===== src/rtl/fetch_stage_if.sv =====
// Instruction-memory request/response port between the fetch stage and instruction memory.
// The fetch stage drives the request and the memory answers with ready/rdata.
interface fetch_stage_if;
  logic        imem_req;
  logic [31:0] imem_addr;
  logic        imem_ready;
  logic [31:0] imem_rdata;

  modport master (output imem_req, output imem_addr, input imem_ready, input imem_rdata);
  modport slave  (input imem_req, input imem_addr, output imem_ready, output imem_rdata);
endinterface


===== src/rtl/fetch_stage.sv =====
// MIPS instruction-fetch stage with IF/ID pipeline register, one-word hold buffer,
// and redirect handling while a fetch is still outstanding (DRAIN).
module fetch_stage #(
  parameter logic [31:0] RESET_PC  = 32'h0040_0000,
  parameter logic [31:0] NOP_INSTR = 32'h0000_0000
) (
  input  logic          clk,
  input  logic          rst_n,
  fetch_stage_if.master imem,
  input  logic          stall_d,
  input  logic          flush_d,
  input  logic          redirect_valid,
  input  logic [31:0]   redirect_pc,
  output logic [31:0]   instr_d,
  output logic [5:0]    opcode_d,
  output logic [31:0]   pc_plus4_d,
  output logic          valid_d
);

  typedef enum logic [1:0] {
    ST_START = 2'd0,
    ST_FETCH = 2'd1,
    ST_HOLD  = 2'd2,
    ST_DRAIN = 2'd3
  } state_e;

  state_e      state_q, state_d;
  logic [31:0] pc_q, pc_d;
  logic [31:0] hold_q, hold_d;
  logic [31:0] hold_pc4_q, hold_pc4_d;
  logic [31:0] redir_pc_q, redir_pc_d;
  logic [31:0] instr_q, instr_nx;
  logic [31:0] pc_plus4_q, pc_plus4_nx;
  logic        valid_q, valid_nx;
  logic        req_q, req_d;
  logic [31:0] addr_q, addr_d;

  logic        accept_s;
  logic        kill_s;
  logic [31:0] redir_aligned_s;
  logic        load_s;
  logic [31:0] load_word_s;
  logic [31:0] load_pc4_s;

  assign accept_s        = ~stall_d;
  assign kill_s          = flush_d | redirect_valid;
  assign redir_aligned_s = redirect_pc & 32'hFFFF_FFFC;

  // Fetch FSM next state, PC update and selection of the word offered to IF/ID.
  always_comb begin
    state_d     = state_q;
    pc_d        = pc_q;
    hold_d      = hold_q;
    hold_pc4_d  = hold_pc4_q;
    redir_pc_d  = redir_pc_q;
    load_s      = 1'b0;
    load_word_s = imem.imem_rdata;
    load_pc4_s  = pc_q + 32'd4;
    case (state_q)
      ST_START: begin
        state_d = ST_FETCH;
      end
      ST_FETCH: begin
        if (imem.imem_ready) begin
          if (redirect_valid) begin
            pc_d = redir_aligned_s;
          end else if (accept_s) begin
            load_s = 1'b1;
            pc_d   = pc_q + 32'd4;
          end else begin
            hold_d     = imem.imem_rdata;
            hold_pc4_d = pc_q + 32'd4;
            pc_d       = pc_q + 32'd4;
            state_d    = ST_HOLD;
          end
        end else if (redirect_valid) begin
          redir_pc_d = redir_aligned_s;
          state_d    = ST_DRAIN;
        end else begin
          state_d = ST_FETCH;
        end
      end
      ST_HOLD: begin
        load_word_s = hold_q;
        load_pc4_s  = hold_pc4_q;
        if (redirect_valid) begin
          pc_d    = redir_aligned_s;
          state_d = ST_FETCH;
        end else if (accept_s) begin
          load_s  = 1'b1;
          state_d = ST_FETCH;
        end else begin
          state_d = ST_HOLD;
        end
      end
      ST_DRAIN: begin
        // The newest redirect wins, even in the cycle the stale word returns.
        if (redirect_valid) begin
          redir_pc_d = redir_aligned_s;
        end else begin
          redir_pc_d = redir_pc_q;
        end
        if (imem.imem_ready) begin
          pc_d    = redirect_valid ? redir_aligned_s : redir_pc_q;
          state_d = ST_FETCH;
        end else begin
          state_d = ST_DRAIN;
        end
      end
      default: begin
        state_d = ST_START;
      end
    endcase
  end

  // IF/ID register next values: kill beats stall beats load beats bubble.
  always_comb begin
    instr_nx    = instr_q;
    pc_plus4_nx = pc_plus4_q;
    valid_nx    = valid_q;
    if (kill_s) begin
      valid_nx = 1'b0;
      instr_nx = NOP_INSTR;
    end else if (stall_d) begin
      valid_nx = valid_q;
    end else if (load_s) begin
      valid_nx    = 1'b1;
      instr_nx    = load_word_s;
      pc_plus4_nx = load_pc4_s;
    end else begin
      valid_nx = 1'b0;
      instr_nx = NOP_INSTR;
    end
  end

  // Memory request is registered from the next state so it is glitch-free and stable.
  always_comb begin
    req_d  = (state_d == ST_FETCH) || (state_d == ST_DRAIN);
    addr_d = pc_d;
  end

  // State and output registers.
  always_ff @(posedge clk or negedge rst_n) begin
    if (!rst_n) begin
      state_q    <= ST_START;
      pc_q       <= RESET_PC;
      hold_q     <= NOP_INSTR;
      hold_pc4_q <= 32'd0;
      redir_pc_q <= 32'd0;
      instr_q    <= NOP_INSTR;
      pc_plus4_q <= 32'd0;
      valid_q    <= 1'b0;
      req_q      <= 1'b0;
      addr_q     <= RESET_PC;
    end else begin
      state_q    <= state_d;
      pc_q       <= pc_d;
      hold_q     <= hold_d;
      hold_pc4_q <= hold_pc4_d;
      redir_pc_q <= redir_pc_d;
      instr_q    <= instr_nx;
      pc_plus4_q <= pc_plus4_nx;
      valid_q    <= valid_nx;
      req_q      <= req_d;
      addr_q     <= addr_d;
    end
  end

  assign imem.imem_req  = req_q;
  assign imem.imem_addr = addr_q;
  assign instr_d        = instr_q;
  assign opcode_d       = instr_q[31:26];
  assign pc_plus4_d     = pc_plus4_q;
  assign valid_d        = valid_q;

endmodule


===== src/flat_wrapper.sv =====
// flat-port wrapper written by rule: the top's interface ports become plain ports
module fetch_stage_flat 
#(
  parameter logic [31:0] RESET_PC  = 32'h0040_0000,
  parameter logic [31:0] NOP_INSTR = 32'h0000_0000
)
  (clk, rst_n, stall_d, flush_d, redirect_valid, redirect_pc, instr_d, opcode_d, pc_plus4_d, valid_d, imem_imem_req, imem_imem_addr, imem_imem_ready, imem_imem_rdata);
  fetch_stage_if imem_i ();
  input  logic clk;
  input  logic rst_n;
  input  logic stall_d;
  input  logic flush_d;
  input  logic redirect_valid;
  input  logic [31:0] redirect_pc;
  output logic [31:0] instr_d;
  output logic [5:0] opcode_d;
  output logic [31:0] pc_plus4_d;
  output logic valid_d;
  output wire logic [$bits(imem_i.imem_req)-1:0] imem_imem_req;
  output wire logic [$bits(imem_i.imem_addr)-1:0] imem_imem_addr;
  input wire logic [$bits(imem_i.imem_ready)-1:0] imem_imem_ready;
  input wire logic [$bits(imem_i.imem_rdata)-1:0] imem_imem_rdata;
  assign imem_imem_req = imem_i.imem_req;
  assign imem_imem_addr = imem_i.imem_addr;
  assign imem_i.imem_ready = imem_imem_ready;
  assign imem_i.imem_rdata = imem_imem_rdata;
  fetch_stage #(.RESET_PC(RESET_PC), .NOP_INSTR(NOP_INSTR)) u_core (.clk(clk), .rst_n(rst_n), .imem(imem_i), .stall_d(stall_d), .flush_d(flush_d), .redirect_valid(redirect_valid), .redirect_pc(redirect_pc), .instr_d(instr_d), .opcode_d(opcode_d), .pc_plus4_d(pc_plus4_d), .valid_d(valid_d));
endmodule

===== config.mk =====
export PLATFORM = sky130hd
export DESIGN_NAME = fetch_stage_flat
export DESIGN_NICKNAME = d
export VERILOG_FILES = /design/src/rtl/fetch_stage_if.sv /design/src/rtl/fetch_stage.sv /design/src/flat_wrapper.sv
export SDC_FILE = /design/constraint.sdc
export NUM_CORES = 1
export LEC_CHECK = 0
export BUFFER_PORTS_ARGS = -buffer_cell sky130_fd_sc_hd__clkbuf_2
export CORE_ASPECT_RATIO = 1.1
export CORE_MARGIN = 2
export CORE_UTILIZATION = 55
export DETAILED_ROUTE_END_ITERATION = 7
export PLACE_DENSITY = 0.77
export SLEW_MARGIN = 10
export SYNTH_ARGS = -nofsm -noshare
export SYNTH_HDL_FRONTEND = slang
export SYNTH_SLANG_ARGS = --single-unit

===== constraint.sdc =====
create_clock -name clk -period 2.92 [get_ports clk]
set_clock_uncertainty 0.05 [all_clocks]
set_input_delay 0.146 -clock clk [delete_from_list [all_inputs] [get_ports clk]]
set_output_delay 0.146 -clock clk [all_outputs]
set_load 0.01 [all_outputs]

== Yosys cells after proc, flatten, opt, wreduce, memory -nomap -nowiden ==
Cells that the tools add are included.

* Register bits after elaboration: 196
* Bits in latches: 0
* Memory bits (writable): 0
* Memory bits (read-only): 0
* Bits of input ports: 70
* Output and inout port bits: 104
* Word-level logic and storage cells: 60
* Memories: 0

* Add/sub/neg operators: 1
* $mul: 0
* Div/mod/pow operators: 0
* Order comparisons: 0
* Eq/ne operators: 10
* Shift-type cells: 0
* Muxes and demuxes: 28
* Bitwise logic cells: 4
* Reductions and logical operators: 8

{| class="wikitable"
|+ Operators with widths
! operator !! count
|-
| 2-to-1 mux 32 bit || 11
|-
| one-hot mux 32 bit (3 select lines) || 1
|-
| one-hot mux 32 bit (2 select lines) || 1
|-
| adder 32 x 3 -> 32 bit (second input constant) || 1
|-
| 2-to-1 mux 2 bit || 7
|-
| inequality test 2 bit (second input constant) || 4
|-
| one-hot mux 2 bit (4 select lines) || 1
|-
| AND reduction 4 bit || 2
|-
| equality test 2 bit (second input constant) || 3
|-
| 2-to-1 mux 1 bit || 6
|-
| equality test 2 x 1 -> 1 bit (second input constant) || 2
|-
| NOT 1 bit || 3
|-
| AND reduction 3 bit || 1
|-
| nonzero test 3 bit || 1
|-
| logical NOT 2 bit || 1
|-
| inequality test 2 x 1 -> 1 bit (second input constant) || 1
|-
| one-hot mux 1 bit (2 select lines) || 1
|-
| AND reduction 2 bit || 1
|-
| nonzero test 2 bit || 1
|-
| logical OR 1 bit || 1
|-
| bitwise OR 1 bit || 1
|}

== Depth between registers and ports, before layout ==
* Depth in word-level cells: 7
* Depth in mapped cells: 9

== Least setup slack after synthesis ==
Ideal clock, no wire load.

* Kind: flip-flop to flip-flop
* Start point: reg u_core.pc_q[7]
* End point: reg u_core.pc_q[29]
* Data arrival time: 2.159 ns
* Required time: 2.788 ns
* Setup slack: 0.629 ns
* Cell stages (with the launch flop): 7
* Buffers on the path: 1
* Period minus slack after synthesis: 2.291 ns
* Cells stage by stage: dfrtp_1 > nand3_2 > or4_4 > buf_6 > or4_4 > o31a_1 > o22ai_1

* Cells in the longest elaborated chain, start to end: 4

{| class="wikitable"
|+ RTL lines
! what !! line !! RTL
|-
| start: declaration || fetch_stage.sv:28 || <nowiki>logic [31:0] pc_q, pc_d;</nowiki>
|-
| start signal: assignment || fetch_stage.sv:157 || <nowiki>pc_q <= pc_d;</nowiki>
|-
| adder 32 x 3 -> 32 bit || fetch_stage.sv:69, fetch_stage.sv:73 ||
|-
| 2-to-1 mux 32 bit || fetch_stage.sv:65 || <nowiki>if (redirect_valid) begin</nowiki>
|-
| 2-to-1 mux 32 bit || fetch_stage.sv:64 || <nowiki>if (imem.imem_ready) begin</nowiki>
|-
| one-hot mux 32 bit (3 select lines) || fetch_stage.sv:59 || <nowiki>case (state_q)</nowiki>
|}

No other way between the ends. The select of a mux whose other input is x is not followed.
A chain may end at the register's enable or synchronous reset.

== Final worst setup path ==
* Start point: reg u_core.pc_q[2]
* End point: reg u_core.pc_q[28]

Same word-level chain as after synthesis.

==> results.txt <==
- Run status: finished clean
- Setup TNS after final layout: 0 ns
* Synth Flop Type: sky130_fd_sc_hd__dfrtp_1
- Simple-gate share of the synthesized area: 0.174
- Detailed-route via count: 8003
* Library cell occupying the most area in the post-synthesis netlist: sky130_fd_sc_hd__dfrtp_1
- Period Utilization, post-route: 0.892
- Counting along the longest clock path gives a buffer depth of 2.
- Counting every net in the synthesized netlist gives 1044.
- The tightest min-delay check is of the primary input to flop type.
- Final setup viols: 0
- Dividing the synthesized area by the synthesized cell count gives 9.50 um^2.
- After detailed routing, the total wire length is 24100 um.
- Hold Crit Start: imem_imem_ready
- Max Transition Viols Final: 0
* Dominant cells by area after synthesis: sky130_fd_sc_hd__dfrtp_1, sky130_fd_sc_hd__nand2_1, sky130_fd_sc_hd__o21ai_0
- By area, the combinational part of the netlist is dominated by simple AND/OR/NAND/NOR gates.
- The initial utilization of the core area, before any placement, comes to 0.562.
* Worst vdd ir: 0.540 mV
- The worst path needs 2.60 ns of the cycle, external delays included.
- Counting distinct cell types in the post-synthesis netlist gives 51.
- Category of the worst setup path launch point: flop
- For the worst setup path, the data required time is 3.22 ns.
- During I/O placement, the number of pins put on the boundary was 174.
* Crit path kind: flop to flop
- FF-to-FF path depth: 6
- Number of buffers created by CTS: 17
- After synthesis the netlist holds a flip-flop and latch count of 195.
- Buffers placed on the I/O ports in this run total 171.
* DP HPWL: 15900 um
* Worst-path clk slew: 0.07 ns
- DRC violation count after routing: 0
* Count of flip-flops with a built-in enable after synthesis: 0
* Capturing element type of the critical path: flop
* Wire per inst: 17.3 um
- In this run the critical register-to-register path is launched from u_core.pc_q[2].
* Reported leakage power: 5.41 nW
- The region available for standard cell placement spans 16400 um^2.
* Adder-cell area share of the yosys netlist: 0.00680
* Logic pwr share: 0.355
- Max-capacitance violation count: 0
- Die width: 127 um
* Number of antenna diodes: 0
- Number of H-tree levels: 4
- Crit-path max cell delay: 0.63 ns
- Via-per-instance ratio: 5.74
- The via count of the first global-routing pass came to 7758.
- Register share of total power: 0.427
* Sw Share: 0.379
- Compared with the post-synthesis result, the final layout area differs by 25.3%.
- Cells along the critical path: ha_1, nand4_1, nand2b_1, or4_1, o31a_1, o22ai_1
- For this block, the initial DRC count from the detailed router was 671.
- The share of synthesized area in the top cell type comes to 0.527.
- The tree is rooted in a sky130_fd_sc_hd__clkbuf_16.
* Fraction of layout cells with a size suffix above 1: 0.229
- The number of endpoints with negative hold slack in the final report was 0.
- The clock reaches the later pin of the worst-skew pair after 0.43 ns.
- Number of instances resized during post-cts repair: 0
- Data on the critical path arrives at its endpoint at 2.90 ns.
* Worst setup slack after placement: 0.398 ns
- Number of buffers inserted to repair setup after CTS: 0
- Worst-path fanout max: 9
- Clock tree from TritonCTS: yes
- Of the total synthesized cell area, the portion taken by XOR and XNOR cells is 0.0228.
- Total routing resource utilization after global routing: 0.277
- The largest individual stage delay along the critical path comes from the cell sky130_fd_sc_hd__or4_1.
- Of the total power, the clock network draws 0.218.
- Derived from the worst setup path, the maximum achievable clock frequency is 384 MHz.
- Number of antenna violations at the first check in global routing: 0
- Reg-to-reg setup timing slack: 0.32 ns
- Of the post-synthesis cell area, the part taken by muxes is 0.0794.
- At the end of routability-driven placement, the weighted congestion stood at 0.909.
- Global-route wire length before repair: 39400 um
* Pre-antenna DRT Iters: 7
- For this run, the register share of the synthesized area comes to 0.530.
- P per Cell Area: 931 nW/um^2
- The worst hold path was traced through 3 stages.
* Filler cell count: 1259
* Slew headroom: 0.221
- Number of placement rows: 49
- The cell area that synthesis handed to floorplanning was 9200 um^2.
- Global routing finished with a remaining overflow of 0.
* Endpoint, Worst Hold: u_core.state_q[1]
* Synthesized-area fraction occupied by ao, oa, aoi and oai cells: 0.149
* Die Outline Area: 17800 um^2
- CTS saw 195 sinks.
* Power spent charging and discharging nets: 4.06 mW
* Gate Count Post-Synth: 969
- Antenna-violating nets left: 0
- Destination of the worst register-to-register timing path: u_core.pc_q[28]
- Least-Margin Pin Slew: 1.16 ns
- Syn. warnings: 0
- The die is 140 um tall.
- Worst setup margin: 0.317 ns
- Post-layout power: 10.7 mW
* Net count, final: 1252
* Maximum number of pins on one net before global-route repair: 101
- The internal power of the cells totals 6.67 mW.
- After synthesis, the share of flip-flops with an asynchronous set or reset is 1.00.
- Setup repair after global routing missed its margin: false
-- area by class of cell --
| class | count | area (um^2) | area share |
|---|---|---|---|
| Timing Repair Buffer | 259 | 1730 | 0.150 |
| Tap cell | 204 | 255 | 0.0221 |
| Clock buffer | 20 | 457 | 0.0396 |
| Multi-Input combinational cell | 691 | 4030 | 0.349 |
| Sequential cell | 195 | 4880 | 0.423 |
| Clock inverter | 12 | 130 | 0.0113 |
| Inverter | 13 | 48.8 | 0.00423 |
-- how the worst max path moves through the flow --
stage / from / endpoint / slack [ns] / depth (start not counted)
CTS: u_core.pc_q[2] / u_core.pc_q[28] / 0.36 / 6
finish: u_core.pc_q[2] / u_core.pc_q[28] / 0.32 / 6
global route: u_core.pc_q[2] / u_core.pc_q[28] / 0.22 / 6
floorplan: u_core.pc_q[7] / u_core.pc_q[29] / 0.63 / 6
global placement: u_core.pc_q[2] / u_core.pc_q[28] / 0.46 / 6
detailed placement: u_core.pc_q[2] / u_core.pc_q[28] / 0.40 / 6
-- synthesized netlist by cell type, drive strengths merged, types with 2 or more instances --
cell type / number
a222oi: 5
clkbuf: 60
nand2: 232
nor2b: 5
and2: 3
dfrtp: 194
nand4: 9
and4: 3
o31a: 15
o2bb2ai: 4
mux2: 32
nor3: 13
a221oi: 2
or4: 6
mux2i: 37
nor2: 44
a21oi: 39
inv: 13
and3: 13
nor4: 6
buf: 10
or3: 6
o31ai: 3
a32oi: 3
nand2b: 2
nor4b: 2
a22oi: 16
nand3: 17
xor2: 10
a22o: 6
xnor2: 14
ha: 5
o22ai: 11
o21ai: 118
-- routing by layer --
layer  up-vias  global-route usage  share of wire
met5         -                   0              0
met4         0              0.0804          0.017
met2       285               0.445           0.48
li1       3787                   -              -
met1      3891               0.376           0.43
met3        40              0.0654          0.066
-- power groups by stage --
stage | sequential [mW] | combinational [mW] | clock [mW]
floorplan | 4.58 | 2.32 | 0
global route | 4.72 | 4.25 | 2.49
CTS | 4.56 | 3.82 | 2.38
detailed placement | 4.61 | 3.72 | 0
global placement | 4.55 | 3.63 | 0
finish | 4.59 | 3.81 | 2.34
-- state kept, by name (all words and copies together), names as in the netlist --
| name | cells |
|---|---|
| u_core.hold_pc4_q | 32 |
| u_core.hold_q | 32 |
| u_core.instr_d | 32 |
| u_core.pc_plus4_d | 32 |
| u_core.pc_q | 32 |
| u_core.redir_pc_q | 32 |
| u_core.state_q | 2 |
| u_core.valid_d | 1 |
-- stage by stage --
| step | instances | hold slack [ns] | utilization | instance area [um^2] |
|---|---|---|---|---|
| finish | 1394 | 0.0769 | 0.704 | 11500 |
| global placement | 1299 | 0.252 | 0.630 | 10300 |
| global route | 1394 | 0.0842 | 0.704 | 11500 |
| CTS | 1394 | 0.0682 | 0.704 | 11500 |
| floorplan | 969 | -0.200 | - | 9200 |
| detailed placement | 1299 | 0.244 | 0.630 | 10300 |
-- critical path: cells and delay by family, from the launching register on --
family / cells / cell delay, ns
adders and majority gates: 1 / 0.31
and+or+nand+nor: 3 / 1.23
AOI/OAI and AO/OA: 2 / 0.45
DFF: 1 / 0.48
-- cells in the final DEF, fill, tap and decap left out, types with 15 or more instances in the layout --
cell type,n
sky130_fd_sc_hd__nand2_1,231
sky130_fd_sc_hd__clkbuf_2,170
sky130_fd_sc_hd__a22oi_1,16
sky130_fd_sc_hd__dfrtp_1,194
sky130_fd_sc_hd__nand3_1,16
sky130_fd_sc_hd__clkbuf_16,17
sky130_fd_sc_hd__a21oi_1,39
sky130_fd_sc_hd__o31a_1,15
sky130_fd_sc_hd__o21ai_0,116
sky130_fd_sc_hd__nor2_1,42
sky130_fd_sc_hd__mux2_2,32
sky130_fd_sc_hd__dlygate4sd3_1,63
sky130_fd_sc_hd__mux2i_1,37
sky130_fd_sc_hd__buf_4,21
-- timing repair --
action	CTS	global route
hold buffers	63	0
endpoints found under the setup margin	0	0
hold endpoints to repair	193	0
-- logic make-up after synthesis --
group | count (synthesis)
XOR/XNOR | 24
flip-flops | 195
adder cells (fa/ha/maj) | 5
AO/OA/AOI/OAI | 229
buffers and inverters | 83
multiplexers | 69
AND/OR/NAND/NOR | 364
No activity file was read; power rests on OpenSTA's default activity.
